## src/rtl/pc_bus_pkg.sv

```systemverilog
// Shared definitions for the bus read sequencer.
// Holds the FSM state type, the default data/address widths and the default
// RAM read latency used by bus_read_sequencer and its sub-blocks.
package pc_bus_pkg;

  localparam int unsigned DefaultWidth      = 8;
  localparam int unsigned DefaultAddrWidth  = 8;
  localparam int unsigned DefaultRamLatency = 2;

  // Holds RAM_LATENCY up to its maximum of 4.
  localparam int unsigned LatCntWidth = 3;

  typedef enum logic [2:0] {
    IDLE,
    ISSUE,
    WAIT,
    PRESENT,
    FINISH
  } state_e;

endpackage

```

## src/rtl/addr_counter.sv

```systemverilog
// Read address register for the burst sequencer.
// Ports:
//   clk_i      rising-edge clock
//   rst_i      synchronous reset, active-high (clears address to 0)
//   load_i     load load_val_i (has priority over inc_i)
//   inc_i      increment address, wrapping modulo 2^AddrWidth
//   load_val_i value loaded on load_i
//   addr_o     current address
module addr_counter #(
  parameter int unsigned AddrWidth = 8
) (
  input  logic                 clk_i,
  input  logic                 rst_i,
  input  logic                 load_i,
  input  logic                 inc_i,
  input  logic [AddrWidth-1:0] load_val_i,
  output logic [AddrWidth-1:0] addr_o
);

  logic [AddrWidth-1:0] addr_q, addr_d;

  always_comb begin
    addr_d = addr_q;
    if (load_i) begin
      addr_d = load_val_i;
    end else if (inc_i) begin
      // Natural wrap: all-ones + 1 rolls over to zero with no flag.
      addr_d = addr_q + AddrWidth'(1);
    end
  end

  always_ff @(posedge clk_i) begin
    if (rst_i) begin
      addr_q <= '0;
    end else begin
      addr_q <= addr_d;
    end
  end

  assign addr_o = addr_q;

endmodule

```

## src/rtl/bus_read_sequencer.sv

```systemverilog
// Burst read sequencer: reads Length consecutive words from a fixed-latency
// RAM starting at BaseAddr and presents each one on a shared bus with a
// valid/ready handshake. Exactly one RAM read is in flight at a time.
// Ports:
//   Clk, Rst   clock and synchronous active-high reset
//   Start      one-cycle burst request (ignored while Busy)
//   BaseAddr   first address, sampled with Start
//   Length     word count, sampled with Start (0 = empty burst)
//   ram_en     RAM read strobe, ram_addr read address, ram_dout read data
//   BusIn      word presented to the bus, BusValid marks it held
//   BusReady   consumer takes BusIn this cycle
//   Busy       burst in progress, Done one-cycle pulse at burst end
module bus_read_sequencer
  import pc_bus_pkg::*;
#(
  parameter int unsigned WIDTH       = DefaultWidth,
  parameter int unsigned ADDR_WIDTH  = DefaultAddrWidth,
  parameter int unsigned RAM_LATENCY = DefaultRamLatency
) (
  input  logic                  Clk,
  input  logic                  Rst,
  input  logic                  Start,
  input  logic [ADDR_WIDTH-1:0] BaseAddr,
  input  logic [ADDR_WIDTH-1:0] Length,
  output logic                  ram_en,
  output logic [ADDR_WIDTH-1:0] ram_addr,
  input  logic [WIDTH-1:0]      ram_dout,
  output logic [WIDTH-1:0]      BusIn,
  output logic                  BusValid,
  input  logic                  BusReady,
  output logic                  Busy,
  output logic                  Done
);

  localparam logic [LatCntWidth-1:0] LatLoad = LatCntWidth'(RAM_LATENCY);

  state_e                  state_q, state_d;
  logic [ADDR_WIDTH-1:0]   remaining_q, remaining_d;
  logic [LatCntWidth-1:0]  lat_cnt_q, lat_cnt_d;
  logic [LatCntWidth-1:0]  lat_cnt_dec;
  logic [WIDTH-1:0]        bus_in_q, bus_in_d;
  logic                    bus_valid_q, bus_valid_d;
  logic                    addr_load, addr_inc;
  logic [ADDR_WIDTH-1:0]   addr;

  addr_counter #(
    .AddrWidth (ADDR_WIDTH)
  ) u_addr_counter (
    .clk_i      (Clk),
    .rst_i      (Rst),
    .load_i     (addr_load),
    .inc_i      (addr_inc),
    .load_val_i (BaseAddr),
    .addr_o     (addr)
  );

  assign lat_cnt_dec = lat_cnt_q - LatCntWidth'(1);

  always_comb begin
    state_d     = state_q;
    remaining_d = remaining_q;
    lat_cnt_d   = lat_cnt_q;
    bus_in_d    = bus_in_q;
    bus_valid_d = bus_valid_q;
    addr_load   = 1'b0;
    addr_inc    = 1'b0;

    case (state_q)
      IDLE: begin
        if (Start) begin
          if (Length != '0) begin
            addr_load   = 1'b1;
            remaining_d = Length;
            state_d     = ISSUE;
          end else begin
            state_d = FINISH;
          end
        end
      end
      ISSUE: begin
        lat_cnt_d = LatLoad;
        state_d   = WAIT;
      end
      WAIT: begin
        // Counter reaching zero marks the cycle ram_dout is valid.
        lat_cnt_d = lat_cnt_dec;
        if (lat_cnt_dec == '0) begin
          bus_in_d    = ram_dout;
          bus_valid_d = 1'b1;
          state_d     = PRESENT;
        end
      end
      PRESENT: begin
        if (bus_valid_q && BusReady) begin
          bus_valid_d = 1'b0;
          remaining_d = remaining_q - ADDR_WIDTH'(1);
          if (remaining_q == ADDR_WIDTH'(1)) begin
            state_d = FINISH;
          end else begin
            addr_inc = 1'b1;
            state_d  = ISSUE;
          end
        end
      end
      FINISH: begin
        state_d = IDLE;
      end
      default: begin
        state_d = IDLE;
      end
    endcase
  end

  always_ff @(posedge Clk) begin
    if (Rst) begin
      state_q     <= IDLE;
      remaining_q <= '0;
      lat_cnt_q   <= '0;
      bus_in_q    <= '0;
      bus_valid_q <= 1'b0;
    end else begin
      state_q     <= state_d;
      remaining_q <= remaining_d;
      lat_cnt_q   <= lat_cnt_d;
      bus_in_q    <= bus_in_d;
      bus_valid_q <= bus_valid_d;
    end
  end

  assign ram_en   = (state_q == ISSUE);
  assign ram_addr = addr;
  assign BusIn    = bus_in_q;
  assign BusValid = bus_valid_q;
  assign Busy     = (state_q != IDLE);
  assign Done     = (state_q == FINISH);

endmodule

```

## config.mk

```make
export PLATFORM = sky130hd
export DESIGN_NAME = bus_read_sequencer
export DESIGN_NICKNAME = d
export VERILOG_FILES = /design/src/rtl/pc_bus_pkg.sv /design/src/rtl/addr_counter.sv /design/src/rtl/bus_read_sequencer.sv
export SDC_FILE = /design/constraint.sdc
export NUM_CORES = 1
export LEC_CHECK = 0
export ABC_AREA = 1
export CAP_MARGIN = 40
export CORE_UTILIZATION = 35
export CTS_CLUSTER_DIAMETER = 50
export CTS_CLUSTER_SIZE = 10
export DETAILED_ROUTE_END_ITERATION = 7
export PLACE_DENSITY = 0.57
export SLEW_MARGIN = 10
export SYNTH_ARGS = -nofsm -noshare
export SYNTH_HDL_FRONTEND = slang
export SYNTH_SLANG_ARGS = --single-unit
```

## constraint.sdc

```tcl
create_clock -name Clk -period 1.94 [get_ports Clk]
set_input_delay 0.291 -clock Clk [delete_from_list [all_inputs] [get_ports Clk]]
set_output_delay 0.291 -clock Clk [all_outputs]
set_load 0.01 [all_outputs]
```

# ---- Word-level counts from Yosys, hierarchy flattened
# Index checks and enable logic that the tools add are counted.
dict set report word_totals {
  latch_bits 0
  mem_count 0
  mem_bits_ro 0
  register_bits 31
  ram_bits 0
  out_inout_bits 20
}
dict set report op_classes {
  n_mul 0
  shift 0
  eq_ne 9
  n_div 0
  muxes 22
  order_cmp 0
  addsub 3
  reduce_logical 13
  bitwise_logic 0
}
# operator n
set ops {}
lappend ops {{8-bit 2-to-1 mux} 5}
lappend ops {{8-bit case mux with 2 select lines} 1}
lappend ops {{3-bit 2-to-1 mux} 5}
lappend ops {{3-bit case mux with 4 select lines} 1}
lappend ops {{8-bit by 1-bit adder with 8-bit output, second input constant} 1}
lappend ops {{8-bit by 1-bit equality test with 1-bit output, second input constant} 1}
lappend ops {{1-bit 2-to-1 mux} 8}
lappend ops {{2-bit inequality test, second input constant} 4}
lappend ops {{2-bit nonzero test} 4}
lappend ops {{8-bit nonzero test} 1}
lappend ops {{8-bit by 1-bit subtractor with 8-bit output, second input constant} 1}
lappend ops {{3-bit by 2-bit equality test with 1-bit output, second input constant} 2}
lappend ops {{3-bit logical NOT} 2}
lappend ops {{3-bit case mux with 2 select lines} 1}
lappend ops {{3-bit AND reduction} 2}
lappend ops {{4-bit AND reduction} 1}
lappend ops {{3-bit by 1-bit equality test with 1-bit output, second input constant} 1}
lappend ops {{3-bit equality test, second input constant} 1}
lappend ops {{3-bit nonzero test} 1}
lappend ops {{3-bit by 1-bit subtractor with 3-bit output, second input constant} 1}
lappend ops {{1-bit case mux with 2 select lines} 1}
lappend ops {{2-bit AND reduction} 1}
lappend ops {{1-bit logical AND} 1}

# ---- Depth between registers and ports, before layout
# Gate-level depths: netlist of the first run.
dict set report depth {
  ltp_word 6
  mapped_depth 10
  depth_no_buf 10
}

# ---- Cells and area by module
# From an unflattened synthesis of the first run, not the netlist that was laid out.
dict set report unflattened {
  cells_unflattened 275
  hier_area_um2 1808.0
}
# mod area_per_inst_um2 cells_each seq_area_each_um2 instances
set by_module_without_submodules {}
lappend by_module_without_submodules {bus_read_sequencer 1318.8 205 460.4 1}
lappend by_module_without_submodules {addr_counter 489.2 70 160.2 1}

# ---- Least setup slack after synthesis of the first run
# Ideal clock, no wire load.
dict set report synth_path {
  kind {reg2reg}
  start {reg state_q[1]}
  end {reg u_addr_counter.addr_q[0] (netlist: u_addr_counter.addr_o[0])}
  arrival_ps 1263
  path_stages_with_launch 9
  required_time_ps 1812
  slack_ps 550
  path_cell_list {dfxtp_1 -> nor3_1 -> inv_2 -> nor2_4 -> nand2_4 -> nand2_4 -> nor2_1 -> nor2_1 -> nor2_1}
}
dict set report synth_between {
  elab_chain_cells 3
}
# item line_no
set synth_rtl {}
lappend synth_rtl {{start, declared} bus_read_sequencer.sv:37} ;# state_e state_q, state_d;
lappend synth_rtl {{start signal, assigned} bus_read_sequencer.sv:122} ;# state_q <= state_d;
lappend synth_rtl {{3-bit by 2-bit equality test with 1-bit output / 3-bit logical NOT (equally long branches)} bus_read_sequencer.sv:68} ;# case (state_q)
lappend synth_rtl {{1-bit 2-to-1 mux} bus_read_sequencer.sv:68}
lappend synth_rtl {{2-bit nonzero test (no line) / 8-bit 2-to-1 mux (equally long branches)} --}
lappend synth_rtl {{end signal, assigned} addr_counter.sv:36} ;# addr_q <= addr_d;
lappend synth_rtl {{end, declared} addr_counter.sv:20} ;# logic [AddrWidth-1:0] addr_q, addr_d;
# Several ways; a longest one is shown, not always the timed one.
# A chain may end at the register's enable or synchronous reset.

# ---- Final worst setup path of the first run
dict set report layout_path {
  start {reg state_q[0]}
  end {out ram_en}
}
dict set report layout_between {
  elab_chain_cells 1
}
# item line_no
set layout_rtl {}
lappend layout_rtl {{3-bit by 1-bit equality test with 1-bit output} bus_read_sequencer.sv:130} ;# assign ram_en = (state_q == ISSUE);
lappend layout_rtl {{end, declared} bus_read_sequencer.sv:25} ;# output logic ram_en,
# Every way passes these cells.

==> flow_summary.yaml, run 1 <==
setup_path:
  slowest_stage: "clkdlybuf4s50_1"
  crit_fanout: 5
  worst-r2r-setup-slack_ns: 0.29
  slowest_delay_ns: 0.53
  cp_data_required_time_ns: 1.65
  r2r-end: "BusIn[1]"
  r2r-start: "lat_cnt_q[0]"
  critPathArrivalTime_ns: 1.50
  start_kind: "flop"
  path_cells: "nand3_1 > inv_1 > clkdlybuf4s50_1"
  reg2regPathDepth: 7
  cp-startpoint: "state_q[0]"
  critical_path_class: "reg -> out"
  crit_end: "ram_en"
  worstSetupEndpointType: "primary output"
outcome:
  outcome: "completed"
power:
  seq_power_share_pct: 30.8
  p_int_mw: 1.81
  swShare_pct: 41.6
  ir_worst_vdd_mv: 0.492
  power.clock.fraction_pct: 19.9
  power_frac_comb_pct: 49.3
  switching_power_mw: 1.29
  power.density_cell_area_nw_per_um2: 1240
  leakage_nw: 1.05
drt:
  first_pass_iters: 4
  post-route-drc-count: 0
  finalWirelength_um: 4560
  antenna_left: 0
  routedWlPerCell_um: 11.6
  drt_iter0_drc: 70
  vias: 1825
  vias_per_cell: 4.63
timing:
  relSlewSlack_pct: 78.3
  final.setup.tns_ns: 0
  hold_slack_ns: 0.481
  period_share_pct: 92.4
  tightest_slew_ns: 0.324
  finClkSkew_ns: 0.00486
  final_hold_viol_count: 0
  setup_viol_count_final: 0
  rsz0062_at_grt: "no"
  final_max_slew_viol_count: 0
  max_freq_mhz: 558
  setup_ws_ns: 0.147
  fin_crit_ns: 1.79
clock_network:
  cts_buffer_depth: 2
  cts_tree: "done"
  cts_hold_buf: 0
  cts_max_level: 2
  cts_buffers: 5
  clock_latency_ns: 0.28
  cts_setup_buffers: 0
  post_cts_resized: 0
  cts_sinks: 31
  clk_pin_slew_ns: 0.06
  cts-root-buf: "clkbuf_8"
global_routing:
  antenna_found_initial: 0
  grt_pass1_wl_um: 7730
  grt_max_degree: 22
  grt_pass1_vias: 1695
  track_usage_pct: 18.4
  overflow: 0
logic_synthesis:
  synth_edf_count: 0
  yosys.area.top_type_share_pct: 33.9
  syn_nets: 307
  yosysTopAreaCell: "dfxtp_1"
  yosysMostFrequentCell: "nand2_1"
  synthFlopType: "dfxtp_1"
  synth_area_leaders: "dfxtp_1 34%, nand2_1 13%, nor2_1 11%"
  syn_avg_cell_area_um2: 6.67
  ys_ff_latch: 31
  synth_area_um2: 1830
  synth_common_cells: "61 x nand2_1, 56 x nor2_1, 31 x dfxtp_1"
  seq_area_frac_synth_pct: 33.9
  synthArstFlopShare_pct: 0
  yosysUniqueCellTypes: 28
  ys.warnings.count: 0
  postSynthCellCount: 274
floorplan:
  chipWidth_um: 74.3
  core_um2: 4880
  fp.dieArea_um2: 5520
  die-height_um: 74.3
  initial_utilization_pct: 37.5
  rows: 25
  ios: 48
placement:
  numPortBuffers: 47
  gp_congestion: 0.808
  hpwl_um: 3370
  pre_cts_ws_ns: 0.112
job:
  maxCapViolCount: 0
finish:
  nNetsFinal: 360
  n_antenna_cell: 0
  final_layout_size_suffix_gt1_share_pct: 10.1
  syn2layout_area_growth_pct: 36.1
hold_path:
  hold_path_class: "reg -> reg"
logic make-up after synthesis:
kind of cell	after synthesis	share of synthesized area (%)
AND/OR/NAND/NOR	163	42.1
AO/OA/AOI/OAI	36	10.1
buffers and inverters	32	7.05
flip-flops	31	33.9
XOR/XNOR	7	3.35
adder cells (fa/ha/maj)	5	3.42
sequential cells by signal, summed over array words and instances, names as in the netlist:
name                   count
BusValid                   1
BusIn                      8
state_q                    3
remaining_q                8
u_addr_counter.addr_o      8
lat_cnt_q                  3
power by group through the flow:
| stage | registers, mW | logic (mW) | clock network (mW) |
|---|---|---|---|
| 2_1_floorplan | 0.940 | 1.13 | 0 |
| 5_1_grt | 0.977 | 1.73 | 0.659 |
| 4_1_cts | 0.945 | 1.54 | 0.633 |
| 3_5_place_dp | 0.957 | 1.53 | 0 |
| 6_report | 0.954 | 1.53 | 0.616 |
| 3_3_place_gp | 0.960 | 1.53 | 0 |
worst max-delay path: cells and delay by family (launching register included):
kind                   cells  cell delay, ns
buffers and inverters      2            0.61
DFF                        1            0.46
and+or+nand+nor            1            0.16
final cells by class:
cell class                      count  area, um2
Clock inverter                      1       30.0
Timing Repair Buffer               50        493
Inverter                           28        105
Fill cell                         524       2390
Multi-Input combinational cell    211       1080
Sequential cell                    31        621
Clock buffer                        6       72.6
Tap cell                           67       83.8
metrics by stage:
stage                     std cells  util, %  area [um2]  total power, mW
after global routing            394     51.0        2490             3.37
after global placement          387     48.8        2380             2.49
after floorplan                 274        -        1830             2.07
after detailed placement        387     48.8        2380             2.49
after CTS                       394     50.9        2480             3.12
final                           394     51.0        2490             3.10
metal layers:
metal	GRT usage, %	part of all wire (%)	up-vias
met3	4.88	5.0	2
met1	24.9	49	801
met4	5.66	0.55	0
met2	28.7	45	44
li1	-	-	978
met5	0	0	-
cells in the final DEF (no fill, tap or decap), types with 2 or more instances in the layout:
cell type and instances:
nand2_1 61, nor2_1 56, clkdlybuf4s50_1 47, dfxtp_1 31, inv_1 23, nand3_1 19, o21ai_0 19, a21oi_1 14
inv_2 5, nand4_1 5, xnor2_1 5, ha_1 5, clkbuf_8 5, nand2_4 4, nand3_2 4, nand2_2 3
or2_2 3, buf_4 3, nor2_8 2, xor2_1 2
worst min-delay path by stage:
stage                         from      endpoint  depth (start not counted)
after CTS                 BusIn[3]      BusIn[3]                          2
after global routing      BusIn[3]      BusIn[3]                          2
after floorplan                Rst  lat_cnt_q[1]                          1
after global placement    BusIn[6]      BusIn[6]                          2
after detailed placement  BusIn[3]      BusIn[3]                          2
final                     BusIn[3]      BusIn[3]                          2
No activity file was read; power rests on OpenSTA's default activity.
==> run 2: changes to the inputs <==
--- a/config.mk
+++ b/config.mk
@@ -7,12 +7,12 @@
 export LEC_CHECK = 0
 export ABC_AREA = 1
 export CAP_MARGIN = 40
+export CORE_MARGIN = 2
 export CORE_UTILIZATION = 35
 export CTS_CLUSTER_DIAMETER = 50
 export CTS_CLUSTER_SIZE = 10
 export DETAILED_ROUTE_END_ITERATION = 7
 export PLACE_DENSITY = 0.57
-export SLEW_MARGIN = 10
 export SYNTH_ARGS = -nofsm -noshare
 export SYNTH_HDL_FRONTEND = slang
 export SYNTH_SLANG_ARGS = --single-unit
==> flow_summary.yaml, run 2 (synthesized netlist as in run 1, its figures left out) <==
outcome:
  outcome: "completed"
finish:
  final_cell_mix: "61 x nand2_1, 56 x nor2_1, 47 x clkdlybuf4s50_1"
  nNetsFinal: 362
  final_layout_size_suffix_gt1_share_pct: 10.9
  nFillCells: 549
  syn2layout_area_growth_pct: 37.7
  seqCellArea_um2: 621
  multi_input_area_um2: 1080
  n_antenna_cell: 0
  final_common_cell: "nand2_1"
timing:
  final.setup.tns_ns: 0
  final_hold_viol_count: 0
  fin_crit_ns: 1.86
  final_max_slew_viol_count: 0
  max_freq_mhz: 538
  setup_viol_count_final: 0
  relSlewSlack_pct: 77.8
  rsz0062_at_grt: "no"
  hold_slack_ns: 0.485
  tightest_slew_ns: 0.330
  period_share_pct: 95.9
  finClkSkew_ns: 0.00477
global_routing:
  grt_max_degree: 15
  overflow: 0
  track_usage_pct: 16.1
  grt_pass1_vias: 1744
  grt_pass1_wl_um: 7760
  antenna_found_initial: 0
drt:
  post-route-drc-count: 0
  drt_iter0_drc: 51
  finalWirelength_um: 4490
  routedWlPerCell_um: 11.2
  vias_per_cell: 4.48
  vias: 1792
  first_pass_iters: 4
  antenna_left: 0
clock_network:
  cts_buffer_depth: 2
  cts_sinks: 31
  cts-root-buf: "clkbuf_8"
  cts_hold_buf: 0
  cts_buffers: 5
  post_cts_resized: 0
  clk_pin_slew_ns: 0.07
  cts_tree: "done"
  cts_setup_buffers: 0
  clock_latency_ns: 0.28
  cts_max_level: 2
setup_path:
  crit_end: "Busy"
  critPathArrivalTime_ns: 1.57
  worst-r2r-setup-slack_ns: 0.31
  cp_data_required_time_ns: 1.65
  crit_fanout: 5
  r2r-start: "lat_cnt_q[0]"
  start_kind: "flop"
  reg2regPathDepth: 7
  cp-startpoint: "state_q[0]"
  r2r-end: "BusIn[2]"
  critical_path_class: "reg -> out"
  worstSetupEndpointType: "primary output"
floorplan:
  chipWidth_um: 76.3
  initial_utilization_pct: 36.0
  die-height_um: 76.3
  ios: 48
  rows: 26
  fp.dieArea_um2: 5820
  core_um2: 5070
placement:
  numPortBuffers: 47
  hpwl_um: 3400
  gp_congestion: 0.810
hold_path:
  hold_path_class: "reg -> reg"
power:
  ir_worst_vdd_mv: 0.505
  power.density_cell_area_nw_per_um2: 1260
  power_mw: 3.16
  leakage_nw: 1.07
job:
  maxCapViolCount: 0
==> run 2: worst min path at each step <==
stage	start	end	depth (start not counted)
2_1_floorplan	Rst	lat_cnt_q[1]	1
3_3_place_gp	BusIn[7]	BusIn[7]	2
3_5_place_dp	BusIn[5]	BusIn[5]	2
4_1_cts	BusIn[5]	BusIn[5]	2
5_1_grt	BusIn[1]	BusIn[1]	2
6_report	BusIn[1]	BusIn[1]	2
==> run 2: report_power, final <==
part           switching, mW  internal, mW
Combinational          0.888         0.660
Clock                  0.256         0.416
Sequential             0.154         0.787
==> run 2: per-layer routing <==
layer	share of wire, %	global-route usage [%]
met1	49	20.9
met2	48	27.1
met3	3.3	3.20
met4	0.60	4.91
met5	0	0
==> run 2: critical path, cell delays in order (launching register included) <==
cell and delay, ns:
dfxtp_1 0.35, nor3_1 0.32, inv_2 0.12, clkdlybuf4s50_1 0.50
==> run 2: metrics by stage <==
step | setup slack (ns) | cells | cell area [um2] | util [%]
2_1_floorplan | 0.550 | 274 | 1830 | -
3_3_place_gp | 0.142 | 392 | 2400 | 47.3
3_5_place_dp | 0.125 | 392 | 2400 | 47.3
4_1_cts | 0.0539 | 400 | 2520 | 49.6
5_1_grt | 0.0000465 | 400 | 2520 | 49.6
6_report | 0.0799 | 400 | 2520 | 49.6
==> run 2: final cells by class <==
type / count / share of cell area, %
Tap cell: 70 / 3.48
Inverter: 28 / 4.17
Clock buffer: 6 / 3.28
Clock inverter: 2 / 1.39
Multi-Input combinational cell: 211 / 42.8
Timing Repair Buffer: 52 / 20.2
Sequential cell: 31 / 24.7
==> run 3: changes to the inputs <==
--- a/config.mk
+++ b/config.mk
@@ -13,6 +13,7 @@
 export CTS_CLUSTER_SIZE = 10
 export DETAILED_ROUTE_END_ITERATION = 7
 export PLACE_DENSITY = 0.57
+export RECOVER_POWER = 100
 export SYNTH_ARGS = -nofsm -noshare
 export SYNTH_HDL_FRONTEND = slang
 export SYNTH_SLANG_ARGS = --single-unit
==> flow_summary.yaml, run 3 (synthesized netlist as in run 1, its figures left out) <==
outcome:
  outcome: "completed"
setup_path:
  path_cells: "nor3_1 > inv_2 > clkdlybuf4s50_1"
  path_buf_inv: 2
  crit_fanout: 5
  worstSetupEndpointType: "primary output"
  crit_family: "buffers and inverters"
  cp_data_required_time_ns: 1.65
  worst-r2r-setup-slack_ns: 0.21
  slowest_delay_ns: 0.50
  critPathArrivalTime_ns: 1.56
  r2r-start: "state_q[2]"
  r2r-end: "u_addr_counter.addr_o[7]"
  start_kind: "flop"
  reg2regPathDepth: 10
  slowest_stage: "clkdlybuf4s50_1"
  critical_path_class: "reg -> out"
clock_network:
  cts_hold_buf: 0
  clk_pin_slew_ns: 0.07
  cts_buffer_depth: 2
  cts_tree: "done"
  cts_max_level: 2
  cts_buffers: 5
  cts_sinks: 31
  clock_latency_ns: 0.28
  cts-root-buf: "clkbuf_8"
  cts_setup_buffers: 0
  post_cts_resized: 0
floorplan:
  core_um2: 5070
  rows: 26
  initial_utilization_pct: 36.0
  chipWidth_um: 76.3
  die-height_um: 76.3
  ios: 48
  fp.dieArea_um2: 5820
drt:
  finalWirelength_um: 4490
  first_pass_iters: 5
  routedWlPerCell_um: 11.2
  post-route-drc-count: 0
  antenna_left: 0
  vias: 1796
  vias_per_cell: 4.49
  drt_iter0_drc: 65
hold_path:
  hold_path_class: "reg -> reg"
  hold_depth: 2
  min_to: "BusIn[1]"
  hp-start: "BusIn[1]"
finish:
  fin_cells: 400
  final_common_cell: "nand2_1"
  n_antenna_cell: 0
  final_cell_mix: "62 x nand2_1, 56 x nor2_1, 31 x dfxtp_1"
  final_layout_size_suffix_gt1_share_pct: 9.70
  syn2layout_area_growth_pct: 37.3
  nFillCells: 548
  nNetsFinal: 362
  final_area_um2: 2510
  multi_input_area_um2: 1070
  seqCellArea_um2: 621
  final_util_pct: 49.5
timing:
  setup_ws_ns: 0.0844
  relSlewSlack_pct: 76.1
  final.setup.tns_ns: 0
  tightest_slew_ns: 0.357
  finClkSkew_ns: 0.00521
  final_max_slew_viol_count: 0
  period_share_pct: 95.6
  max_freq_mhz: 539
  final_hold_viol_count: 0
  fin_crit_ns: 1.86
  rsz0062_at_grt: "no"
  hold_slack_ns: 0.477
  setup_viol_count_final: 0
placement:
  gp_congestion: 0.810
  hpwl_um: 3400
  numPortBuffers: 47
  dp.cells: 392
  placed_area_um2: 2400
  pre_cts_ws_ns: 0.125
job:
  maxCapViolCount: 0
global_routing:
  track_usage_pct: 16.1
  antenna_found_initial: 0
  grt_max_degree: 15
  grt_pass1_wl_um: 7760
  overflow: 0
  grt_pass1_vias: 1744
power:
  power.density_cell_area_nw_per_um2: 1250
  leakage_nw: 1.12
  power_mw: 3.13
  ir_worst_vdd_mv: 0.496
==> run 3: tightest hold or removal path: cells and delay by family, from the launching register on <==
| kind | cells | cell delay (ns) |
|---|---|---|
| AND/OR/NAND/NOR | 2 | 0.12 |
| flip-flops | 1 | 0.32 |
==> run 3: area by class of cell <==
| cell class | instances | area share [%] |
|---|---|---|
| clock inverters | 2 | 1.40 |
| clock buffers | 6 | 3.29 |
| well taps | 70 | 3.49 |
| multi-input cells | 211 | 42.7 |
| flip-flops and latches | 31 | 24.7 |
| inverters | 28 | 4.19 |
| repair buffers | 52 | 20.2 |
==> run 3: power by group <==
group	internal, mW	switching [mW]
Sequential	0.787	0.150
Combinational	0.636	0.883
Clock	0.416	0.256
==> run 3: metal layers <==
layer	track usage (%)	wire length, um
met5	0	0
met2	27.1	2120
met3	3.20	173
met4	4.91	27
met1	20.9	2170
==> run 3: worst max-delay path by stage <==
stage                from                       end  slack, ns  cells past startpoint
2_1_floorplan  state_q[1]  u_addr_counter.addr_o[0]       0.55                      8
3_3_place_gp    Length[0]            remaining_q[6]       0.14                      8
3_5_place_dp    Length[0]            remaining_q[0]       0.12                      8
4_1_cts        state_q[0]                      Busy       0.05                      3
5_1_grt        state_q[0]                      Busy      0.008                      3
6_report       state_q[0]                      Busy       0.08                      3
